$ cat src/rtl/seg7_display_arbiter_pkg.sv
// Shared definitions for the two-requester 7-segment display arbiter:
// FSM encoding, blank pattern, display modes and the hex glyph table.
package seg7_display_arbiter_pkg;

  typedef enum logic [1:0] {
    ST_IDLE = 2'd0,
    ST_LOAD = 2'd1,
    ST_HOLD = 2'd2
  } state_e;

  // Active-low pattern with every segment off
  localparam logic [6:0] SEG_BLANK = 7'h7F;

  localparam logic [1:0] MODE_HEX  = 2'd0;
  localparam logic [1:0] MODE_DEC  = 2'd1;
  localparam logic [1:0] MODE_EVEN = 2'd2;
  localparam logic [1:0] MODE_SPIN = 2'd3;

  // Active-high segments a..g, bit 6 = a
  function automatic logic [6:0] hex_glyph(input logic [3:0] n);
    logic [6:0] g;
    case (n)
      4'h0: g = 7'h7E;
      4'h1: g = 7'h30;
      4'h2: g = 7'h6D;
      4'h3: g = 7'h79;
      4'h4: g = 7'h33;
      4'h5: g = 7'h5B;
      4'h6: g = 7'h5F;
      4'h7: g = 7'h70;
      4'h8: g = 7'h7F;
      4'h9: g = 7'h7B;
      4'hA: g = 7'h77;
      4'hB: g = 7'h1F;
      4'hC: g = 7'h4E;
      4'hD: g = 7'h3D;
      4'hE: g = 7'h4F;
      default: g = 7'h47;
    endcase
    return g;
  endfunction

endpackage

$ cat src/rtl/seg7_display_arbiter_if.sv
// Request/data/display bundle between the requesters (master) and the
// display arbiter (slave).
interface seg7_display_arbiter_if;
  logic [1:0] i_req;
  logic [7:0] i_data0;
  logic [7:0] i_data1;
  logic [1:0] i_mode0;
  logic [1:0] i_mode1;
  logic [1:0] i_blink;
  logic [1:0] o_gnt;
  logic       o_busy;
  logic [6:0] o_seg1;
  logic [6:0] o_seg2;

  modport master (
    output i_req, i_data0, i_data1, i_mode0, i_mode1, i_blink,
    input  o_gnt, o_busy, o_seg1, o_seg2
  );

  modport slave (
    input  i_req, i_data0, i_data1, i_mode0, i_mode1, i_blink,
    output o_gnt, o_busy, o_seg1, o_seg2
  );
endinterface

$ cat src/rtl/binary_to_7segment.sv
// Combinational nibble-to-segment decoder, active-high outputs (bit 6 = a).
// DEC blanks A..F, EVEN blanks odd values, SPIN lights one of a..f by value mod 6.
module binary_to_7segment
  import seg7_display_arbiter_pkg::*;
(
  input  logic [3:0] nibble_i,
  input  logic [1:0] mode_i,
  output logic [6:0] seg_o
);

  logic [6:0] glyph;
  logic [3:0] spin_pos;

  always_comb begin
    glyph    = hex_glyph(nibble_i);
    spin_pos = nibble_i % 4'd6;
    seg_o    = glyph;
    case (mode_i)
      MODE_HEX:  seg_o = glyph;
      MODE_DEC:  seg_o = (nibble_i > 4'd9) ? 7'h00 : glyph;
      MODE_EVEN: seg_o = nibble_i[0] ? 7'h00 : glyph;
      MODE_SPIN: seg_o = 7'h40 >> spin_pos;
      default:   seg_o = glyph;
    endcase
  end

endmodule

$ cat src/rtl/seg7_display_arbiter.sv
// Round-robin arbiter granting one of two requesters a timed slot on a
// two-digit 7-segment display. Define SEG7_BLINK_EN to enable digit blinking.
module seg7_display_arbiter
  import seg7_display_arbiter_pkg::*;
#(
  parameter int DWELL_CYCLES = 25000000,
  parameter int BLINK_CYCLES = 6250000
) (
  input  logic                 i_clk,
  input  logic                 i_rst_n,
  seg7_display_arbiter_if.slave bus
);

  localparam int DWELL_EFF = (DWELL_CYCLES < 1) ? 1 : DWELL_CYCLES;
  localparam int CNT_W     = $clog2(DWELL_EFF + 1);
  localparam logic [CNT_W-1:0] CNT_MAX = CNT_W'(DWELL_EFF - 1);

  state_e           state_q;
  logic [CNT_W-1:0] cnt_q;
  logic             last_q;
  logic [1:0]       gnt_q;
  logic             busy_q;

  logic [7:0]       data_q;
  logic [1:0]       mode_q;
  logic             win_d;
  logic [7:0]       data_d;
  logic [1:0]       mode_d;
  logic [6:0]       tens_d;
  logic [6:0]       ones_d;
  logic             show_d;
  logic [6:0]       dec1_q;
  logic [6:0]       dec2_q;
  logic [6:0]       seg1_q;
  logic [6:0]       seg2_q;

  function automatic logic [CNT_W-1:0] sat_inc(input logic [CNT_W-1:0] v);
    return (v == CNT_MAX) ? v : v + 1'b1;
  endfunction

  // A tie goes to whoever was not served last; a lone request always wins
  always_comb begin
    win_d  = (bus.i_req == 2'b11) ? ~last_q : bus.i_req[1];
    data_d = win_d ? bus.i_data1 : bus.i_data0;
    mode_d = win_d ? bus.i_mode1 : bus.i_mode0;
  end

  always_ff @(posedge i_clk) begin
    if (!i_rst_n) begin
      state_q <= ST_IDLE;
      cnt_q   <= '0;
      last_q  <= 1'b1;
      gnt_q   <= 2'b00;
      busy_q  <= 1'b0;
    end else begin
      gnt_q <= 2'b00;
      case (state_q)
        ST_IDLE: begin
          cnt_q <= '0;
          if (|bus.i_req) begin
            state_q <= ST_LOAD;
            gnt_q   <= win_d ? 2'b10 : 2'b01;
            busy_q  <= 1'b1;
            last_q  <= win_d;
          end
        end
        ST_LOAD: begin
          state_q <= ST_HOLD;
          cnt_q   <= '0;
        end
        ST_HOLD: begin
          if (cnt_q == CNT_MAX) begin
            state_q <= ST_IDLE;
            busy_q  <= 1'b0;
            cnt_q   <= '0;
          end else begin
            cnt_q <= sat_inc(cnt_q);
          end
        end
        default: begin
          state_q <= ST_IDLE;
          busy_q  <= 1'b0;
          cnt_q   <= '0;
        end
      endcase
    end
  end

`ifdef SEG7_BLINK_EN
  localparam int BLINK_EFF = (BLINK_CYCLES < 1) ? 1 : BLINK_CYCLES;
  localparam int BLK_W     = $clog2(BLINK_EFF + 1);
  localparam logic [BLK_W-1:0] BLK_MAX = BLK_W'(BLINK_EFF - 1);

  logic [BLK_W-1:0] blk_cnt_q;
  logic             blk_phase_q;
  logic             blink_q;

  // Phase 0 is the visible half; each HOLD starts visible
  always_ff @(posedge i_clk) begin
    if (!i_rst_n) begin
      blk_cnt_q   <= '0;
      blk_phase_q <= 1'b0;
    end else if (state_q != ST_HOLD) begin
      blk_cnt_q   <= '0;
      blk_phase_q <= 1'b0;
    end else if (blk_cnt_q == BLK_MAX) begin
      blk_cnt_q   <= '0;
      blk_phase_q <= ~blk_phase_q;
    end else begin
      blk_cnt_q <= blk_cnt_q + 1'b1;
    end
  end

  assign show_d = (state_q != ST_IDLE) &&
                  !((state_q == ST_HOLD) && blink_q && blk_phase_q);
`else
  logic [33:0] unused_blink;
  assign unused_blink = {bus.i_blink, 32'(BLINK_CYCLES)};
  assign show_d       = (state_q != ST_IDLE);
`endif

  // Winner's payload is captured on the edge that enters LOAD
  always_ff @(posedge i_clk) begin
    if ((state_q == ST_IDLE) && (|bus.i_req)) begin
      data_q  <= data_d;
      mode_q  <= mode_d;
`ifdef SEG7_BLINK_EN
      blink_q <= bus.i_blink[win_d];
`endif
    end
  end

  binary_to_7segment u_dec_tens (
    .nibble_i (data_q[7:4]),
    .mode_i   (mode_q),
    .seg_o    (tens_d)
  );

  binary_to_7segment u_dec_ones (
    .nibble_i (data_q[3:0]),
    .mode_i   (mode_q),
    .seg_o    (ones_d)
  );

  // Stage 1: decoded and inverted; stage 2: output register
  always_ff @(posedge i_clk) begin
    if (!i_rst_n) begin
      dec1_q <= SEG_BLANK;
      dec2_q <= SEG_BLANK;
      seg1_q <= SEG_BLANK;
      seg2_q <= SEG_BLANK;
    end else begin
      dec1_q <= show_d ? ~tens_d : SEG_BLANK;
      dec2_q <= show_d ? ~ones_d : SEG_BLANK;
      seg1_q <= dec1_q;
      seg2_q <= dec2_q;
    end
  end

  assign bus.o_gnt  = gnt_q;
  assign bus.o_busy = busy_q;
  assign bus.o_seg1 = seg1_q;
  assign bus.o_seg2 = seg2_q;

endmodule

$ cat src/flat_wrapper.sv
// flat-port wrapper written by rule: the top's interface ports become plain ports
module seg7_display_arbiter_flat import seg7_display_arbiter_pkg::*;
#(
  parameter int DWELL_CYCLES = 25000000,
  parameter int BLINK_CYCLES = 6250000
)
  (i_clk, i_rst_n, bus_i_req, bus_i_data0, bus_i_data1, bus_i_mode0, bus_i_mode1, bus_i_blink, bus_o_gnt, bus_o_busy, bus_o_seg1, bus_o_seg2);
  seg7_display_arbiter_if bus_i ();
  input  logic i_clk;
  input  logic i_rst_n;
  input wire logic [$bits(bus_i.i_req)-1:0] bus_i_req;
  input wire logic [$bits(bus_i.i_data0)-1:0] bus_i_data0;
  input wire logic [$bits(bus_i.i_data1)-1:0] bus_i_data1;
  input wire logic [$bits(bus_i.i_mode0)-1:0] bus_i_mode0;
  input wire logic [$bits(bus_i.i_mode1)-1:0] bus_i_mode1;
  input wire logic [$bits(bus_i.i_blink)-1:0] bus_i_blink;
  output wire logic [$bits(bus_i.o_gnt)-1:0] bus_o_gnt;
  output wire logic [$bits(bus_i.o_busy)-1:0] bus_o_busy;
  output wire logic [$bits(bus_i.o_seg1)-1:0] bus_o_seg1;
  output wire logic [$bits(bus_i.o_seg2)-1:0] bus_o_seg2;
  assign bus_i.i_req = bus_i_req;
  assign bus_i.i_data0 = bus_i_data0;
  assign bus_i.i_data1 = bus_i_data1;
  assign bus_i.i_mode0 = bus_i_mode0;
  assign bus_i.i_mode1 = bus_i_mode1;
  assign bus_i.i_blink = bus_i_blink;
  assign bus_o_gnt = bus_i.o_gnt;
  assign bus_o_busy = bus_i.o_busy;
  assign bus_o_seg1 = bus_i.o_seg1;
  assign bus_o_seg2 = bus_i.o_seg2;
  seg7_display_arbiter #(.DWELL_CYCLES(DWELL_CYCLES), .BLINK_CYCLES(BLINK_CYCLES)) u_core (.i_clk(i_clk), .i_rst_n(i_rst_n), .bus(bus_i));
endmodule
$ cat config.mk
export PLATFORM = sky130hd
export DESIGN_NAME = seg7_display_arbiter_flat
export DESIGN_NICKNAME = d
export VERILOG_FILES = /design/src/rtl/seg7_display_arbiter_pkg.sv /design/src/rtl/seg7_display_arbiter_if.sv /design/src/rtl/binary_to_7segment.sv /design/src/rtl/seg7_display_arbiter.sv /design/src/flat_wrapper.sv
export SDC_FILE = /design/constraint.sdc
export NUM_CORES = 1
export LEC_CHECK = 0
export CORE_MARGIN = 8
export CORE_UTILIZATION = 29
export CTS_BUF_LIST = sky130_fd_sc_hd__clkbuf_4 sky130_fd_sc_hd__clkbuf_8 sky130_fd_sc_hd__clkbuf_16
export CTS_CLUSTER_SIZE = 28
export DETAILED_ROUTE_END_ITERATION = 12
export GPL_ROUTABILITY_DRIVEN = 0
export MAX_ROUTING_LAYER = met4
export PLACE_DENSITY = 0.48
export SETUP_SLACK_MARGIN = 0.4
export SYNTH_ARGS = -nofsm -noshare
export SYNTH_HDL_FRONTEND = slang
export SYNTH_SLANG_ARGS = --single-unit
$ cat constraint.sdc
create_clock -name i_clk -period 4.1 [get_ports i_clk]
set_input_delay 0.41 -clock i_clk [delete_from_list [all_inputs] [get_ports i_clk]]
set_output_delay 0.41 -clock i_clk [all_outputs]
set_load 0.02 [all_outputs]
==> summary.md <==
| Metric | Value |
|---|---|
| Area leader, netlist | `dfxtp_1` |
| Total Wirelength | `around 7.6 mm` |
| Max Fclk | `~0.35 GHz` |
| Synth unique cells | `between 40 and 50` |
| Syn avg cell area | `10.4 um2` |
| Setup CP Type | `in2reg` |
| VDD IR max | `around 0.00014 V` |
| Synth Net Count | `411` |
| ANT cells | `0` |
| Global route overflow | `0` |
| Cell Rows | `42` |
| Fin. Hold Viols | `0` |
| Worst R2R Setup Slack | `1.50 ns` |
| # nets final | `455` |
| DRC violations left | `0` |
| Ys async rst share | `0%` |
| First-iteration detailed-routing DRC count | `177` |
| Die area | `~0.017 mm2` |
| Vias per std cell | `around 4.5` |
| # port buffers | `40` |
| Setup bufs post-CTS | `0` |
| Cell Area, Synth | `around 0.0038 mm2` |
| Arr. time, crit path | `3.05 ns` |
| Chip Width | `approximately 130 um` |
| Hold EP | `u_core.dec2_q[2]` |
| CP Launch Type | `input pin` |
| Hold Buf Count CTS | `0` |
| Clock-pin transition on the worst setup and hold timing paths | `roughly 0.060 ns` |
| Crit path time final | `between 2 and 3 ns` |
| Commonest non-fill, non-tap cell in the layout | `dfxtp_1` |
| Routed Antenna Nets | `0` |
| CTS tree | `yes` |
| Seq cells post-synth | `83` |
| Via count | `roughly 2700` |
| Placed Area | `roughly 0.0044 mm2` |
| Num CTS Buffers | `9` |
| Area contributors post-synth | `dfxtp_1, edfxtp_1, ha_1` |
| Clk root buf | `clkbuf_16` |
| Largest net degree at the start of global routing | `26` |
| Layout area overhead | `24.5%` |
| Syn Inst Count | `366` |
| Finished Layout Cells | `591` |
| Number of fill cells | `roughly 1400` |
| Number of flops mapped to enable cells by yosys | `10` |
| First-pass GRT wire length | `~13 mm` |
| # setup viols final | `0` |
| Num ports | `43` |
| Reg2Reg Depth | `6` |
| Number of gates resized after CTS | `0` |
| H-tree depth | `3` |
| DPL Wire Length | `approximately 5.7 mm` |
| CP peak stage delay | `about 0.7 ns` |
| Commonest non-fill, non-tap cells in the layout | `dfxtp_1, nor2_1, clkdlybuf4s50_1, inv_1, ha_1` |
| RSZ-0062 raised after global routing | `false` |
| Initial Utilization | `approximately 29%` |
| Synthesis Warnings | `0` |
| Synth top area share | `38.4%` |
| Share of cells above drive strength 1 | `10.6%` |
| Die Y | `130 um` |
| Total track usage | `~9.9%` |
| Power per cell area | `between 400 and 500 mW/mm2` |
| Hold Path Cell Cnt | `1` |
| Lkg Pwr | `1.80 nW` |
| Status | `finished clean` |
| Vias in the first global route | `2739` |
| Top_reg_cell synth | `dfxtp_1` |
| Worst Max-Slew Pin Slew | `0.942 ns` |
| CP max-delay cell | `nor3_4` |
| Core ar. | `around 0.013 mm2` |
| Hold crit path type | `reg2reg` |
| CP Cell Sequence | `clkdlybuf4s50_1 -> nor2_1 -> nor3_4 -> o21ai_0 -> inv_1 -> ha_1 -> mux2i_1 -> mux2_2` |
| DRT Pass-1 Iters | `4` |
| Max Clock Skew | `roughly 0.0071 ns` |
| Initial antenna violation count | `0` |
| Overall Power | `roughly 2.3 mW` |
| Clock buffer depth | `2` |
| Insertion delay to the later sink of the worst-skew pair | `roughly 0.34 ns` |
| CTS sink count | `83` |
| Rel. slew slack | `a little under two fifths` |
| Cell area after layout | `around 0.0047 mm2` |
| Maximum fanout along the worst path | `19` |
| Total of max-cap violations | `0` |
| FF-to-FF End | `u_core.u_dec_tens.glyph[3]` |
| FF-to-FF Start | `u_core.state_q[1]` |
| Final critical-path share of the clock period | `about 70%` |
| Drt wl/cell | `roughly 13 um` |
| Placed Cells incl. Taps | `about 580` |
| Crit. End Element | `register` |
| HP Start | `u_core.u_dec_ones.glyph[2]` |
| Critical Path RT | `~4.3 ns` |
| Post-route setup TNS | `0 ns` |
| Max Slew Vio Count | `0` |
| Register area share after synthesis | `46.3%` |
[report_power, final]
part / internal [mW] / switching [mW]
clock: 0.591 / 0.307
combinational: 0.192 / 0.215
sequential: 0.914 / 0.0459
[synthesized netlist by cell type, drive strengths merged (9+ instances only)]
master,number
nand2,9
a32oi,16
mux2i,12
ha,19
o21ai,11
xor2,17
nand2b,16
edfxtp,10
inv,20
nand3,13
dfxtp,73
nor2,40
and2,9
mux2,16
[through the flow]
step	setup slack (ns)	utilization, %	hold slack, ns
4_1_cts	1.26	36.3	0.404
3_5_place_dp	0.880	33.7	0.391
3_3_place_gp	0.933	33.7	0.391
6_report	1.28	36.3	0.399
2_1_floorplan	1.57	-	0.378
5_1_grt	1.01	36.3	0.413
[cell families after synthesis]
logic type | Yosys count | synth area share, %
AND/OR/NAND/NOR | 124 | 17.8
flip-flops | 83 | 46.3
AO/OA/AOI/OAI | 57 | 11.5
buffers and inverters | 30 | 3.42
multiplexers | 28 | 8.92
XOR/XNOR | 25 | 5.76
adder cells (fa/ha/maj) | 19 | 6.25
[cell type report]
type	count	area (um2)	share of cell area (%)
clock buffers	12	272	5.74
clock inverters	4	70.1	1.48
inverters	20	75.1	1.59
multi-input cells	253	1910	40.4
flip-flops and latches	83	1760	37.2
well taps	176	220	4.65
repair buffers	43	423	8.94
[metal layers]
| metal | share of wire, % | GRT usage [%] | routed length, um |
|---|---|---|---|
| met1 | 45 | 10.6 | 3420 |
| met4 | 2.8 | 5.60 | 213 |
| met3 | 3.7 | 3.25 | 277 |
| met2 | 48 | 16.0 | 3650 |
| met5 | 0 | - | 0 |
[how the worst max path moves through the flow]
| stage | startpoint | endpoint | slack [ns] | cells past startpoint |
|---|---|---|---|---|
| detailed placement | bus_i_req[0] | u_core.u_dec_tens.glyph[3] | 0.88 | 8 |
| global route | bus_i_req[0] | u_core.u_dec_tens.glyph[3] | 1.01 | 8 |
| global placement | bus_i_req[0] | u_core.u_dec_tens.glyph[3] | 0.93 | 8 |
| CTS | bus_i_req[0] | u_core.u_dec_tens.glyph[3] | 1.26 | 8 |
| floorplan | bus_i_req[1] | u_core.u_dec_ones.glyph[0] | 1.57 | 9 |
| finish | bus_i_req[0] | u_core.u_dec_tens.glyph[3] | 1.28 | 8 |
[worst max-delay path, delay by kind of cell]
kind | cells | cell delay (ns)
AO/OA/AOI/OAI | 1 | 0.47
AND/OR/NAND/NOR | 2 | 0.79
adder cells (fa/ha/maj) | 1 | 0.28
multiplexers | 2 | 0.37
buffers and inverters | 2 | 0.71
[state kept, by name, indices dropped and copies added (netlist names)]
name,count
u_core.cnt_q,25
u_core.data_q,8
u_core.bus.o_seg1,7
u_core.bus.o_seg2,7
u_core.dec1_q,7
u_core.dec2_q,7
u_core.u_dec_ones.glyph,7
u_core.u_dec_tens.glyph,7
u_core.bus.o_gnt,2
u_core.mode_q,2
u_core.state_q,2
u_core.bus.o_busy,1
u_core.last_q,1
No activity file was read; power rests on OpenSTA's default activity.
